File: src/rtl/fcs_pkg.sv
// Shared definitions for the FCS path: CRC defaults and the engine state encoding.
// Used by the CRC engine, the FCS serializer and the frame-level top.
package fcs_pkg;

    localparam int GEN_WIDTH_DEFAULT = 17;
    localparam int REM_WIDTH_DEFAULT = GEN_WIDTH_DEFAULT - 1;

    localparam logic [15:0] CRC16_CCITT_POLY = 16'h1021;
    localparam logic [15:0] CRC_SEED_DEFAULT = 16'hFFFF;

    typedef enum logic [1:0] {
        IDLE  = 2'd0,
        CALC  = 2'd1,
        SHIFT = 2'd2
    } fcs_state_t;

endpackage

File: src/rtl/crc_lfsr_step.sv
// One MSB-first LFSR step of a CRC register; purely combinational so it can be
// shared with a receive-side checker.
module crc_lfsr_step #(
    parameter int                   REM_WIDTH = 16,
    parameter logic [REM_WIDTH-1:0] POLY      = 16'h1021
) (
    input  logic [REM_WIDTH-1:0] crc,
    input  logic                 data,
    output logic [REM_WIDTH-1:0] crc_next
);

    logic fb;

    assign fb       = data ^ crc[REM_WIDTH-1];
    assign crc_next = {crc[REM_WIDTH-2:0], 1'b0} ^ (fb ? POLY : '0);

endmodule

File: src/rtl/fcs_crc_engine.sv
// Serial CRC engine: accumulates a frame while Data_Valid is high, then presents the
// remainder on FCS_result and holds Shift_enable until the serializer reports Shift_done.
module fcs_crc_engine
    import fcs_pkg::*;
#(
    parameter int                   GEN_WIDTH      = GEN_WIDTH_DEFAULT,
    parameter int                   REM_WIDTH      = GEN_WIDTH - 1,
    parameter logic [REM_WIDTH-1:0] POLY           = CRC16_CCITT_POLY,
    parameter logic [REM_WIDTH-1:0] SEED           = CRC_SEED_DEFAULT,
    parameter logic [REM_WIDTH-1:0] XOR_OUT        = '0,
    parameter int                   MAX_FRAME_BITS = 4096
) (
    input  logic                 CLK,
    input  logic                 RST,
    input  logic                 Data_In,
    input  logic                 Data_Valid,
    input  logic                 Shift_done,
    output logic [REM_WIDTH-1:0] FCS_result,
    output logic                 Shift_enable,
    output logic                 Busy,
    output logic                 Overrun,
    output logic                 Len_Error
);

    localparam int CNT_W = $clog2(MAX_FRAME_BITS + 1);
    localparam logic [CNT_W-1:0] CNT_MAX = CNT_W'(MAX_FRAME_BITS);

    fcs_state_t           state_reg, state_next;
    logic [REM_WIDTH-1:0] crc_reg, crc_next, crc_stepped;
    logic [CNT_W-1:0]     cnt_reg, cnt_next;
    logic [REM_WIDTH-1:0] fcs_reg, fcs_next;
    logic                 se_reg, se_next;
    logic                 busy_reg, busy_next;
    logic                 overrun_reg, overrun_next;
    logic                 len_err_reg, len_err_next;

    crc_lfsr_step #(
        .REM_WIDTH (REM_WIDTH),
        .POLY      (POLY)
    ) u_step (
        .crc      (crc_reg),
        .data     (Data_In),
        .crc_next (crc_stepped)
    );

    always_ff @(posedge CLK or negedge RST) begin
        if (!RST) begin
            state_reg   <= IDLE;
            crc_reg     <= SEED;
            cnt_reg     <= '0;
            fcs_reg     <= '0;
            se_reg      <= 1'b0;
            busy_reg    <= 1'b0;
            overrun_reg <= 1'b0;
            len_err_reg <= 1'b0;
        end else begin
            state_reg   <= state_next;
            crc_reg     <= crc_next;
            cnt_reg     <= cnt_next;
            fcs_reg     <= fcs_next;
            se_reg      <= se_next;
            busy_reg    <= busy_next;
            overrun_reg <= overrun_next;
            len_err_reg <= len_err_next;
        end
    end

    always_comb begin
        state_next = state_reg;
        case (state_reg)
            IDLE:    if (Data_Valid)  state_next = CALC;
            CALC:    if (!Data_Valid) state_next = SHIFT;
            SHIFT:   if (Shift_done)  state_next = IDLE;
            default: state_next = IDLE;
        endcase
    end

    // Bits arriving in SHIFT are never folded into the CRC; they only raise Overrun.
    always_comb begin
        crc_next     = crc_reg;
        cnt_next     = cnt_reg;
        fcs_next     = fcs_reg;
        se_next      = se_reg;
        len_err_next = len_err_reg;
        overrun_next = 1'b0;
        busy_next    = (state_next != IDLE);
        case (state_reg)
            IDLE: begin
                if (Data_Valid) begin
                    crc_next     = crc_stepped;
                    cnt_next     = CNT_W'(1);
                    len_err_next = 1'b0;
                end
            end
            CALC: begin
                if (Data_Valid) begin
                    crc_next = crc_stepped;
                    if (cnt_reg == CNT_MAX) begin
                        len_err_next = 1'b1;
                    end else begin
                        cnt_next = cnt_reg + CNT_W'(1);
                    end
                end else begin
                    fcs_next = crc_reg ^ XOR_OUT;
                    se_next  = 1'b1;
                end
            end
            SHIFT: begin
                overrun_next = Data_Valid;
                if (Shift_done) begin
                    se_next  = 1'b0;
                    crc_next = SEED;
                    cnt_next = '0;
                end
            end
            default: begin
                crc_next = SEED;
                cnt_next = '0;
                se_next  = 1'b0;
            end
        endcase
    end

    assign FCS_result   = fcs_reg;
    assign Shift_enable = se_reg;
    assign Busy         = busy_reg;
    assign Overrun      = overrun_reg;
    assign Len_Error    = len_err_reg;

endmodule

File: config.mk
export PLATFORM = sky130hd
export DESIGN_NAME = fcs_crc_engine
export DESIGN_NICKNAME = d
export VERILOG_FILES = /design/src/rtl/fcs_pkg.sv /design/src/rtl/crc_lfsr_step.sv /design/src/rtl/fcs_crc_engine.sv
export SDC_FILE = /design/constraint.sdc
export NUM_CORES = 1
export LEC_CHECK = 0
export BUFFER_PORTS_ARGS = -buffer_cell sky130_fd_sc_hd__buf_2
export CORE_UTILIZATION = 45
export CTS_CLUSTER_SIZE = 16
export DETAILED_ROUTE_END_ITERATION = 10
export PLACE_DENSITY_LB_ADDON = 0.1
export SYNTH_ARGS = -nofsm -noshare
export SYNTH_HDL_FRONTEND = slang
export SYNTH_SLANG_ARGS = --single-unit
File: constraint.sdc
create_clock -name CLK -period 2.6 [get_ports CLK]
set_clock_uncertainty 0.15 [all_clocks]
set_input_delay 0.52 -clock CLK [delete_from_list [all_inputs] [get_ports CLK]]
set_output_delay 0.52 -clock CLK [all_outputs]
set_load 0.1 [all_outputs]
# Yosys cells after proc, flatten, opt, wreduce, memory -nomap -nowiden
# Cells that the tools add are included.
# W data, S select, Z words.
# classes
n_addsub	1
n_eq_ne	10
mux	21
bitwise_logic	4
reduce_logical	9
# op_table
operator	count
$mux W13	5
$pmux W13 S3	1
$mux W16	2
$pmux W16 S2	1
$xor A16 B16 Y16	1
$add A13 B1 Y13 const B	1
$eq A13 B13 Y1 const B	1
$ne A2 B2 Y1 const B	6
$reduce_and A4 Y1	2
$mux W1	6
$mux W2	3
$pmux W2 S3	1
$reduce_and A2 Y1	2
$reduce_bool A2 Y1	2
$pmux W1 S3	1
$reduce_and A3 Y1	1
$eq A2 B1 Y1 const B	1
$eq A2 B2 Y1 const B	1
$logic_not A2 Y1	1
$ne A2 B1 Y1 const B	1
$not A1 Y1	2
$pmux W1 S2	1
$reduce_or A2 Y1	1
$xor A1 B1 Y1	1
# totals
reg_bits	51
input_bits	5
out_inout_bits	20
wordCells	53

# Depth between registers and ports, before layout
# depth
ltp_word	5
depth_mapped	6
ltp_nobuf	6

# Cells and area by module
# From an unflattened synthesis, not the netlist that was laid out.
# unflattened
cells_unflattened	204
hier_area_um2	2392.3
# modules_own_cells
mod	n_inst	cells_per_inst	area_per_inst_um2	seq_area_each_um2
fcs_crc_engine	1	187	2230.9	1296.2
crc_lfsr_step	1	17	161.4	0.0

# Least setup slack after synthesis
# No wires, ideal clock.
# synth_timing
path_kind	register to register
startpoint	reg cnt_reg[0]
endpoint	reg cnt_reg[0]
t_arrival_ps	1544
t_required_ps	2325
setup_slack_ps	781
path_stages_with_launch	7
n_path_buf	0
path_cell_list	dfrtp_1 -> inv_1 -> ha_1 -> nor4b_4 -> nand3_1 -> o21ai_4 -> mux2_4
# synth_via
elab_chain_len	4
elab_cells_between_ends	7
classes_between	add/sub (1); eq/ne (2); mux (3); reduce/logical (1)
# synth_lines
item	line_no	source
from (decl)	fcs_crc_engine.sv:30	logic [CNT_W-1:0] cnt_reg, cnt_next;
from (signal assigned)	fcs_crc_engine.sv:59	cnt_reg <= cnt_next;
$add A13 B1 Y13	fcs_crc_engine.sv:101	cnt_next = cnt_reg + CNT_W'(1);
$mux W13	fcs_crc_engine.sv:98	if (cnt_reg == CNT_MAX) begin
$mux W13	fcs_crc_engine.sv:96	if (Data_Valid) begin
$pmux W13 S3	fcs_crc_engine.sv:87	case (state_reg)
# Parallel ways exist; a longest one is shown, timed or not. The select of a mux whose other input is x is not followed.
# A chain may end at the register's enable or synchronous reset.

# Worst setup path after layout
# layout_timing
startpoint	reg cnt_reg[7]
endpoint	reg cnt_reg[0]
# layout_via
elab_chain_len	3
# layout_lines
item	line_no
$eq A13 B13 Y1	fcs_crc_engine.sv:98
$ne A2 B2 Y1 (no source line)	n/a
$reduce_and A4 Y1 (no source line)	n/a
# No other way between the ends.

==> results.yml <==
synth:
  synth_seq_cells: 51
  seq_area_frac_synth_pct: 56.77
  synth_area_leaders: "dfrtp_1 38%, dfstp_2 18%, mux2_2 7.9%, o22a_1 6.1%, and3_1 1.6%"
  yosysWarningCount: 0
  syn-mean-instance-area_um2: 12.76
  synth_area_um2: 2283
  synthesis.nets: 186
  synthDominantCellAreaShare_pct: 38.36
  yosys.area.top_type: "dfrtp_1"
  ys_types: 47
  synthCells: 179
drt:
  drcViolationCount: 0
  wl_per_cell_um: 15.72
  vias_per_cell: 5.606
  ant_nets: 0
  wl_um: 4308
  drt_iter0_drc: 66
  drtPass1Iterations: 4
  vias: 1536
timing:
  slew_violations: 0
  hold_ws_ps: 98.04
  setup_tns_ps: 0
  max_slew_margin_pct: 53.28
  tightest_slew_ps: 700.8
  hold_viol: 0
  setup_viol: 0
  fin_crit_ps: 2059
  rsz0062_at_grt: "false"
  fmax_ghz: 0.4857
  final.period_utilization_pct: 79.19
grt:
  first_global_vias: 1487
  grt_max_degree: 33
  grt_first_pass_wirelength_um: 7044
  grt_usage_pct: 17.44
  grt_overflow_total: 0
  antenna_found_initial: 0
floorplanning:
  initial_utilization_pct: 47.40
  dieHeight_um: 73.24
  die_x_um: 73.24
  ios: 25
  core_area_um2: 4817
  dieArea_um2: 5363
  num_rows: 25
clock_tree:
  cts_tree: "yes"
  clkSinkCount: 51
  cts_hold_buf: 0
  cts_setup_buffers: 0
  cts.reportedPaths.clkPinSlew_ps: 90
  postCtsResizedCells: 0
  cts_root_buf: "clkbuf_8"
  cts.htree.levels: 2
  cts_buffers: 5
  cts_buffer_depth: 2
  clk_latency_ps: 300
critical_path:
  r2r_start: "cnt_reg[7]"
  required_ps: 2640
  path_max_fanout: 7
  cp-startpoint: "cnt_reg[7]"
  r2r_end: "cnt_reg[0]"
  r2r_slack_ps: 540
  cp-end-kind: "flip-flop"
  start_kind: "flip-flop"
  endpoint: "cnt_reg[0]"
  critPathKind: "flip-flop to flip-flop"
  cp.arrival_ps: 2100
  r2r_cells: 4
power_and_ir_drop:
  ir_drop_v: 0.0006589
  leakagePower_nw: 1.027
  p_total_w: 0.002573
  power_density_nw_per_um2: 1010
  p_comb_share_pct: 39.8
  seqPwrFrac_pct: 42.0
  p_clk_share_pct: 18.1
  switching_share_pct: 45.48
  internal_power_w: 0.001403
  p_switching_w: 0.001170
placement:
  port_buffers: 24
  place_area_um2: 2456
  dpl.hpwl_um: 3033
  gp_congestion: 0.8176
outcome:
  outcome: "complete, no violations"
finish:
  finalCoreUtilization_pct: 52.88
  antennaDiodeCount: 0
  final_area_um2: 2547
  final_common_cell: "dfrtp_1"
  drive_above_1_share_pct: 36.23
  final_cell_mix: "35 x dfrtp_1, 24 x buf_2, 16 x o22a_1, 16 x mux2_2, 16 x dfstp_2"
  num-nets-final: 213
  areaGrowthSynthToFinish_pct: 11.56
hold_path:
  min_path_type: "input pin to async pin"
job:
  maxCapViolCount: 0
[per-stage QoR]
stage | setup WS [ps] | instances
after global routing | 415.5 | 274
after floorplan | 780.9 | 179
final | 541.1 | 274
after global placement | 560.7 | 266
after detailed placement | 548.6 | 266
after CTS | 535.6 | 274
[worst min path at each step]
stage / startpoint / endpoint
detailed placement: Len_Error / Len_Error
floorplan: RST / Busy
finish: RST / Overrun
global route: RST / state_reg[1]
CTS: RST / Overrun
global placement: Len_Error / Len_Error
[kinds of logic (layout without fill, tap and decap cells)]
kind of cell | count (synthesis) | in the layout | synth area share (%)
AOI/OAI and AO/OA | 49 | 49 | 16.77
and+or+nand+nor | 43 | 43 | 11.95
adders and majority gates | 2 | 2 | 1.096
DFF | 51 | 51 | 56.77
muxes | 17 | 17 | 8.548
xor gates and xnor gates | 4 | 4 | 1.535
buffers and inverters | 13 | 41 | 3.342
[Yosys cell counts (all sizes together)]
cell	count
nor4b	2
nor3b	2
nand4	1
clkbuf	2
a41oi	1
o31a	1
nor2	10
and3	6
a211o	2
o41ai	1
and2	1
nand2b	3
a31o	1
o211ai	1
nor4	3
o21ai	9
nand3	6
a21oi	6
a31oi	2
ha	2
nand3b	1
buf	5
a22o	2
xor2	2
a221o	2
o22a	16
a21boi	1
nand2	6
mux2	17
dfrtp	35
or3b	1
xnor2	2
o31ai	2
o311a	1
inv	6
dfstp	16
o21a	1
or4	1
[cell type report]
| type | instances | area, µm² |
|---|---|---|
| Clock inverter | 1 | 5.005 |
| Multi-Input combinational cell | 115 | 910.9 |
| Tap cell | 67 | 83.83 |
| Timing Repair Buffer | 27 | 142.6 |
| Sequential cell | 51 | 1296 |
| Inverter | 6 | 22.52 |
| Clock buffer | 7 | 86.33 |
| Fill cell | 450 | 2270 |
[worst max-delay path, stage by stage, from the launching register on]
cell,delay (ps)
dfrtp_1,460
nor4_2,420
nand3_1,270
o21ai_4,320
mux2_4,330
[power groups by stage]
stage,clock [W],sequential [W],combinational (W)
after CTS,0.000480,0.00108,0.00103
after detailed placement,0,0.00109,0.00103
after global routing,0.000503,0.00111,0.00107
final,0.000466,0.00108,0.00103
after global placement,0,0.00109,0.00102
after floorplan,0,0.00170,0.000245
[metal layers]
layer	up-vias	global-route usage (%)	share of wire [%]
li1	715	-	-
met1	789	21.96	43
met2	23	28.50	51
met3	9	4.144	3.5
met4	0	7.843	2.2
met5	-	0	0
No activity file was read; power rests on OpenSTA's default activity.
